--- src/rtl/sad_acc_if.sv ---
// Handshake bundle between the SAD source, the block accumulator and its consumer.
// The out_max signal is present only when SAD_ACC_MAX_EN is defined.
interface sad_acc_if #(
  parameter int unsigned W    = 8,
  parameter int unsigned LOGN = 4
);
  logic                in_vld;
  logic [W+1:0]        in_data;
  logic                in_rdy;
  logic                flush;
  logic                out_vld;
  logic                out_rdy;
  logic [W+1+LOGN:0]   out_sum;
  logic [LOGN:0]       out_cnt;
`ifdef SAD_ACC_MAX_EN
  logic [W+1:0]        out_max;

  modport master (
    output in_vld, in_data, flush, out_rdy,
    input  in_rdy, out_vld, out_sum, out_cnt, out_max
  );
  modport slave (
    input  in_vld, in_data, flush, out_rdy,
    output in_rdy, out_vld, out_sum, out_cnt, out_max
  );
`else
  modport master (
    output in_vld, in_data, flush, out_rdy,
    input  in_rdy, out_vld, out_sum, out_cnt
  );
  modport slave (
    input  in_vld, in_data, flush, out_rdy,
    output in_rdy, out_vld, out_sum, out_cnt
  );
`endif
endinterface

--- src/rtl/sad_acc.sv ---
// Accumulates blocks of N = 2^LOGN SAD samples into one registered result, with flush support.
// Define SAD_ACC_MAX_EN to also report the per-block maximum sample on out_max.
module sad_acc #(
  parameter int unsigned W    = 8,
  parameter int unsigned LOGN = 4
) (
  input logic     clk,
  input logic     rst,
  sad_acc_if.slave bus
);
  localparam int unsigned N  = 2 ** LOGN;
  localparam int unsigned DW = W + 2;
  localparam int unsigned SW = W + 2 + LOGN;
  localparam int unsigned CW = LOGN + 1;

  typedef enum logic {StEmpty, StFull} state_e;

  state_e        r_state, w_state_d;
  logic [SW-1:0] r_acc, w_acc_d, r_out_sum, w_out_sum_d, w_sum_inc;
  logic [CW-1:0] r_cnt, w_cnt_d, r_out_cnt, w_out_cnt_d, w_cnt_inc;
  logic          w_out_vld, w_in_rdy, w_accept, w_flush, w_final, w_emit;

  assign w_out_vld = (r_state == StFull);
  // Ready is forced high while in reset so upstream never sees a stall then.
  assign w_in_rdy  = rst | ~w_out_vld | bus.out_rdy;
  assign w_accept  = bus.in_vld & w_in_rdy;
  assign w_flush   = bus.flush & w_in_rdy;
  assign w_sum_inc = r_acc + SW'(bus.in_data);
  assign w_cnt_inc = r_cnt + CW'(1);
  assign w_final   = w_accept & (r_cnt == CW'(N - 1));
  // A flush on an empty block with no sample produces nothing.
  assign w_emit    = w_final | (w_flush & (w_accept | (r_cnt != '0)));

  always_comb begin
    w_state_d = r_state;
    unique case (r_state)
      StEmpty: if (w_emit) w_state_d = StFull;
      StFull:  if (bus.out_rdy && !w_emit) w_state_d = StEmpty;
      default: w_state_d = StEmpty;
    endcase
  end

  always_comb begin
    w_acc_d     = r_acc;
    w_cnt_d     = r_cnt;
    w_out_sum_d = r_out_sum;
    w_out_cnt_d = r_out_cnt;
    if (w_emit) begin
      w_out_sum_d = w_accept ? w_sum_inc : r_acc;
      w_out_cnt_d = w_accept ? w_cnt_inc : r_cnt;
      w_acc_d     = '0;
      w_cnt_d     = '0;
    end else if (w_accept) begin
      w_acc_d = w_sum_inc;
      w_cnt_d = w_cnt_inc;
    end
  end

  always_ff @(posedge clk) begin
    if (rst) begin
      r_state   <= StEmpty;
      r_acc     <= '0;
      r_cnt     <= '0;
      r_out_sum <= '0;
      r_out_cnt <= '0;
    end else begin
      r_state   <= w_state_d;
      r_acc     <= w_acc_d;
      r_cnt     <= w_cnt_d;
      r_out_sum <= w_out_sum_d;
      r_out_cnt <= w_out_cnt_d;
    end
  end

`ifdef SAD_ACC_MAX_EN
  logic [DW-1:0] r_max, w_max_d, r_out_max, w_out_max_d, w_max_inc;

  assign w_max_inc = (w_accept && (bus.in_data > r_max)) ? bus.in_data : r_max;

  always_comb begin
    w_max_d     = r_max;
    w_out_max_d = r_out_max;
    if (w_emit) begin
      w_out_max_d = w_max_inc;
      w_max_d     = '0;
    end else if (w_accept) begin
      w_max_d = w_max_inc;
    end
  end

  always_ff @(posedge clk) begin
    if (rst) begin
      r_max     <= '0;
      r_out_max <= '0;
    end else begin
      r_max     <= w_max_d;
      r_out_max <= w_out_max_d;
    end
  end

  assign bus.out_max = r_out_max;
`endif

  assign bus.in_rdy  = w_in_rdy;
  assign bus.out_vld = w_out_vld;
  assign bus.out_sum = r_out_sum;
  assign bus.out_cnt = r_out_cnt;
endmodule

--- src/flat_wrapper.sv ---
// flat-port wrapper written by rule: the top's interface ports become plain ports
module sad_acc_flat 
#(
  parameter int unsigned W    = 8,
  parameter int unsigned LOGN = 4
)
  (clk, rst, bus_in_vld, bus_in_data, bus_flush, bus_out_rdy, bus_in_rdy, bus_out_vld, bus_out_sum, bus_out_cnt);
  sad_acc_if #(.W(W), .LOGN(LOGN)) bus_i ();
  input logic clk;
  input logic rst;
  input wire logic [$bits(bus_i.in_vld)-1:0] bus_in_vld;
  input wire logic [$bits(bus_i.in_data)-1:0] bus_in_data;
  input wire logic [$bits(bus_i.flush)-1:0] bus_flush;
  input wire logic [$bits(bus_i.out_rdy)-1:0] bus_out_rdy;
  output wire logic [$bits(bus_i.in_rdy)-1:0] bus_in_rdy;
  output wire logic [$bits(bus_i.out_vld)-1:0] bus_out_vld;
  output wire logic [$bits(bus_i.out_sum)-1:0] bus_out_sum;
  output wire logic [$bits(bus_i.out_cnt)-1:0] bus_out_cnt;
  assign bus_i.in_vld = bus_in_vld;
  assign bus_i.in_data = bus_in_data;
  assign bus_i.flush = bus_flush;
  assign bus_i.out_rdy = bus_out_rdy;
  assign bus_in_rdy = bus_i.in_rdy;
  assign bus_out_vld = bus_i.out_vld;
  assign bus_out_sum = bus_i.out_sum;
  assign bus_out_cnt = bus_i.out_cnt;
  sad_acc #(.W(W), .LOGN(LOGN)) u_core (.clk(clk), .rst(rst), .bus(bus_i));
endmodule
--- config.mk ---
export PLATFORM = sky130hd
export DESIGN_NAME = sad_acc_flat
export DESIGN_NICKNAME = d
export VERILOG_FILES = /design/src/rtl/sad_acc_if.sv /design/src/rtl/sad_acc.sv /design/src/flat_wrapper.sv
export SDC_FILE = /design/constraint.sdc
export NUM_CORES = 1
export LEC_CHECK = 0
export CORE_UTILIZATION = 53
export CTS_BUF_LIST = sky130_fd_sc_hd__clkbuf_8
export CTS_CLUSTER_DIAMETER = 150
export DETAILED_ROUTE_END_ITERATION = 12
export DONT_BUFFER_PORTS = 1
export PLACE_DENSITY = 0.68
export SYNTH_ARGS = -nofsm -noshare
export SYNTH_HDL_FRONTEND = slang
export SYNTH_SLANG_ARGS = --single-unit
--- constraint.sdc ---
create_clock -name clk -period 5.8 [get_ports clk]
set_clock_uncertainty 0.1 [all_clocks]
set_input_delay 1.45 -clock clk [delete_from_list [all_inputs] [get_ports clk]]
set_output_delay 1.45 -clock clk [all_outputs]
set_load 0.02 [all_outputs]
==> results.env <==
CPMAXSTAGEDELAYCELL='sky130_fd_sc_hd__nor3b_2'
PLACE.PORT_BUFFERS=0
ROUTE.DETAILED.VIAS_PER_INST=5.98
POSTSYNTH.TOPFLOPCELL='sky130_fd_sc_hd__dfxtp_1'
CRIT_REG_REG_STARTPOINT='u_core.r_cnt[0]'
RESULT_OF_THE_RUN='finished clean'
FLOORPLAN.DIE.WIDTH_UM=66.4
SYNTH.AREA.TOP_CELLS='sky130_fd_sc_hd__dfxtp_1 (35%), sky130_fd_sc_hd__ha_1 (7.4%), sky130_fd_sc_hd__nor2_1 (6.7%)'
CP-END-KIND='primary output'
IR_DROP_mV=0.187
TIMING.CRITICAL_PATH.BUF_INV=1
REGTOREGENDPOINT='u_core.r_acc[8]'
SYNTHESIS.AREA_PER_INSTANCE_UM2=8.37
CORE_AREA_UM2=4000
SETUP_TOTAL_NEGATIVE_SLACK_NS=0
DRT_FIRST_PASS_ITERS=4
YS_TYPES=52
GRT_OVERFLOW=0
CLOCKBUFFERDEPTH=2
SYNTH.CELL_AREA_UM2=2200
OVERALL_ROUTING_RESOURCE_USAGE_PCT=23.7
TIMING.REG2REG.WORST_PATH_DEPTH=7
CLOCK_BUFFER_COUNT_FROM_CTS=5
DRT_FIRST_ITER_VIOLATIONS=69
FLOW.AREA_GROWTH_FROM_SYNTHESIS_PCT=6.31
WORST-PATH-STAGES=2
SYNTH_FP_NETS=292
FIN_NETS=286
SYNTH-SEQ-CELLS=39
TIMING.SETUP.CRITICAL_PATH_CLASS='input port to primary output'
YOSYS.AREA.TOP_TYPE_SHARE_PCT=35.5
POST-CTS-SETUP-BUFFERS=0
SLEW_HEADROOM_PCT=38.8
GRT_PASS1_VIAS=1688
CRIT_PATH_MAX_FANOUT=6
POSTSYNTHCELLCOUNT=263
MAX_SLEW.WORST_PIN.SLEW_NS=0.916
CRITICAL-PATH-MAX-STAGE-DELAY_NS=0.46
NUMBER_OF_FILLER_INSTANCES_IN_THE_FINAL_LAYOUT=370
POST-ROUTE-PERIOD-UTIL_PCT=63.0
ROWS=23
SYNTH_AREA_LEADER_CELL='sky130_fd_sc_hd__dfxtp_1'
DRIVE_ABOVE_1_SHARE_PCT=6.98
NUMBER_OF_DIODES_ADDED_FOR_ANTENNA_FIXING=0
TIMING.CRITICAL_PATH.CELLS='nor3b_2 > inv_2'
GRT_START_MAX_NET_PINS=31
SYNTH.YOSYS.SEQ_AREA_SHARE_PCT=35.5
POWER_LEAKAGE_nW=0.902
POWER.DENSITY_nW_PER_UM2=305
CRIT_PATH_START_KIND='input port'
ARRIVAL_NS=2.11
IO_PINS=36
CLOCK_LATENCY_NS=0.30
FP.DIEAREA_UM2=4410
FMAXACHIEVABLE_GHz=0.274
CTS_TREE='built'
UNREPAIRED_SETUP_ENDPOINTS_AFTER_GLOBAL_ROUTING='false'
FINALCRITICALPERIOD_NS=3.66
CPLARGESTDELAYFAMILY='simple AND/OR/NAND/NOR gates'
CTS_ROOT_BUFFER='sky130_fd_sc_hd__clkbuf_8'
YS_WARN_COUNT=0
DETAIL_ROUTE.WIRELENGTH_UM=4840
WORST_EP_REQUIRED_TIME_NS=4.25
INITIAL_UTILIZATION_PCT=55.0
GLOBAL_PLACEMENT_ROUTABILITY_CONGESTION=0.779
CRIT_START='bus_out_rdy'
SLEW_VIOLATIONS=0
DRC_ERRORS=0
LAYOUTNONFILLERINSTCOUNT=308
DIE-HEIGHT_UM=66.4
ASYNCSETRESETFLOPFRACSYNTH_PCT=0
FINAL_NUMBER_OF_SETUP_VIOLATING_ENDPOINTS=0
HPWL_UM=3310
DRV_CAP=0
POST_CTS_RESIZE_COUNT=0
NUMPLACEDINSTANCES=300
ROUTE.DETAILED.WL_PER_INST_UM=15.7
CTS_SINKS=39
MIN_PATH_TYPE='flip-flop to flip-flop'
GRT_FIRST_PASS_WIRELENGTH_UM=7830
HOLD_FAILS_FINAL_RPT=0
CTS.CLK_SLEW.WORST_PATHS_NS=0.07
ANTENNA_VIOLATING_NETS_POST_ROUTE=0
ANTENNA_FOUND_INITIAL=0
SYNTH-EDFF-COUNT=0
HOLDBUFCOUNTCTS=0
WORST_SETUP_EP='bus_in_rdy'
REGTOREGSETUPSLACK_NS=3.03
HTREE_LEVELS=2
DR_TOTAL_VIAS=1841
[worst min-delay path, cell delays in order (launching register included)]
cell and delay (ns):
sky130_fd_sc_hd__dfxtp_1 0.33, sky130_fd_sc_hd__nand3_1 0.07, sky130_fd_sc_hd__o31ai_1 0.06
[cell type report]
cell class	instances	area [um2]	area share, %
Sequential cell	39	781	33.4
Clock inverter	3	63.8	2.73
Timing Repair Buffer	1	7.51	0.321
Tap cell	50	62.6	2.67
Inverter	10	37.5	1.60
Multi-Input combinational cell	200	1320	56.4
Clock buffer	5	68.8	2.94
[sequential cells by signal, summed over array words and instances, names as in the netlist]
register / cells
u_core.r_cnt: 5
u_core.r_acc: 14
u_core.bus.out_sum: 14
u_core.bus.out_cnt: 5
u_core.bus.out_vld: 1
[kinds of logic after synthesis]
| family | count (synthesis) | synth area share [%] |
|---|---|---|
| AO/OA/AOI/OAI | 66 | 21.0 |
| XOR/XNOR | 8 | 3.18 |
| adder cells (fa/ha/maj) | 14 | 8.30 |
| buffers and inverters | 24 | 4.95 |
| flip-flops | 39 | 35.5 |
| multiplexers | 7 | 3.24 |
| AND/OR/NAND/NOR | 105 | 23.9 |
[synth_stat cells, drive strengths merged, types with 3 or more instances]
library cell / n
nor2: 40
nor2b: 3
o211ai: 5
a31oi: 6
and3: 4
xor2: 6
nor3b: 6
a21oi: 18
inv: 10
nand3: 13
mux2i: 6
nor3: 8
a211oi: 13
dfxtp: 39
ha: 13
o21ai: 5
o21a: 5
nand2: 14
buf: 9
clkbuf: 5
nand4: 6
[how the worst min path moves through the flow]
stage | from | end | cells past startpoint
3_5_place_dp | u_core.r_acc[8] | u_core.r_acc[8] | 2
3_3_place_gp | u_core.r_acc[8] | u_core.r_acc[8] | 2
2_1_floorplan | u_core.r_acc[8] | u_core.r_acc[8] | 2
4_1_cts | u_core.r_acc[8] | u_core.r_acc[8] | 2
6_report | u_core.r_acc[8] | u_core.r_acc[8] | 2
5_1_grt | u_core.r_acc[8] | u_core.r_acc[8] | 2
[through the flow]
| step | util [%] | hold WS (ns) | worst slack [ns] | total power, W | cell area [um2] |
|---|---|---|---|---|---|
| 2_1_floorplan | - | 0.359 | 2.29 | 0.000427 | 2200 |
| 3_3_place_gp | 55.2 | 0.375 | 2.18 | 0.000449 | 2210 |
| 3_5_place_dp | 55.2 | 0.393 | 2.15 | 0.000450 | 2210 |
| 4_1_cts | 58.5 | 0.404 | 2.15 | 0.000719 | 2340 |
| 5_1_grt | 58.5 | 0.437 | 2.11 | 0.000747 | 2340 |
| 6_report | 58.5 | 0.403 | 2.14 | 0.000714 | 2340 |
[layer usage]
layer  track usage, %  part of all wire [%]  up-vias
li1                 -                     -      945
met1             29.0                    47      853
met2             37.5                    46       34
met3             6.90                   5.2        9
met4             12.0                   1.5        0
met5                0                     0        -
[cell usage in the layout, fill, tap and decap left out, types with 2 or more instances in the layout]
cell type | netlist | final
sky130_fd_sc_hd__nand4_1 | 6 | 6
sky130_fd_sc_hd__ha_1 | 13 | 13
sky130_fd_sc_hd__nand2b_1 | 2 | 2
sky130_fd_sc_hd__a211o_1 | 2 | 2
sky130_fd_sc_hd__nor4b_1 | 2 | 2
sky130_fd_sc_hd__xor2_1 | 6 | 6
sky130_fd_sc_hd__mux2i_1 | 6 | 6
sky130_fd_sc_hd__inv_1 | 9 | 10
sky130_fd_sc_hd__nor3_1 | 8 | 8
sky130_fd_sc_hd__nor2_1 | 39 | 39
sky130_fd_sc_hd__o21ai_0 | 5 | 5
sky130_fd_sc_hd__nor3b_1 | 5 | 5
sky130_fd_sc_hd__o21a_1 | 5 | 5
sky130_fd_sc_hd__nand4b_1 | 2 | 2
sky130_fd_sc_hd__a211oi_1 | 12 | 12
sky130_fd_sc_hd__clkbuf_8 | 0 | 5
sky130_fd_sc_hd__xnor2_1 | 2 | 2
sky130_fd_sc_hd__nor2b_1 | 3 | 3
sky130_fd_sc_hd__and3_1 | 3 | 3
sky130_fd_sc_hd__dfxtp_1 | 39 | 39
sky130_fd_sc_hd__a31oi_1 | 6 | 6
sky130_fd_sc_hd__a21o_1 | 2 | 2
sky130_fd_sc_hd__nand3_1 | 13 | 13
sky130_fd_sc_hd__o21bai_1 | 2 | 2
sky130_fd_sc_hd__o211ai_1 | 4 | 4
sky130_fd_sc_hd__bufinv_16 | 0 | 2
sky130_fd_sc_hd__a21oi_1 | 18 | 18
sky130_fd_sc_hd__nand2_1 | 14 | 14
[report_power, final]
group,switching [W],internal [W],leakage (nW)
Clock,0.0000989,0.000170,0.0695
Combinational,0.0000804,0.0000518,0.514
Sequential,0.0000261,0.000286,0.319
Total,0.000205,0.000508,0.902
(Power assumes the default switching activity.)
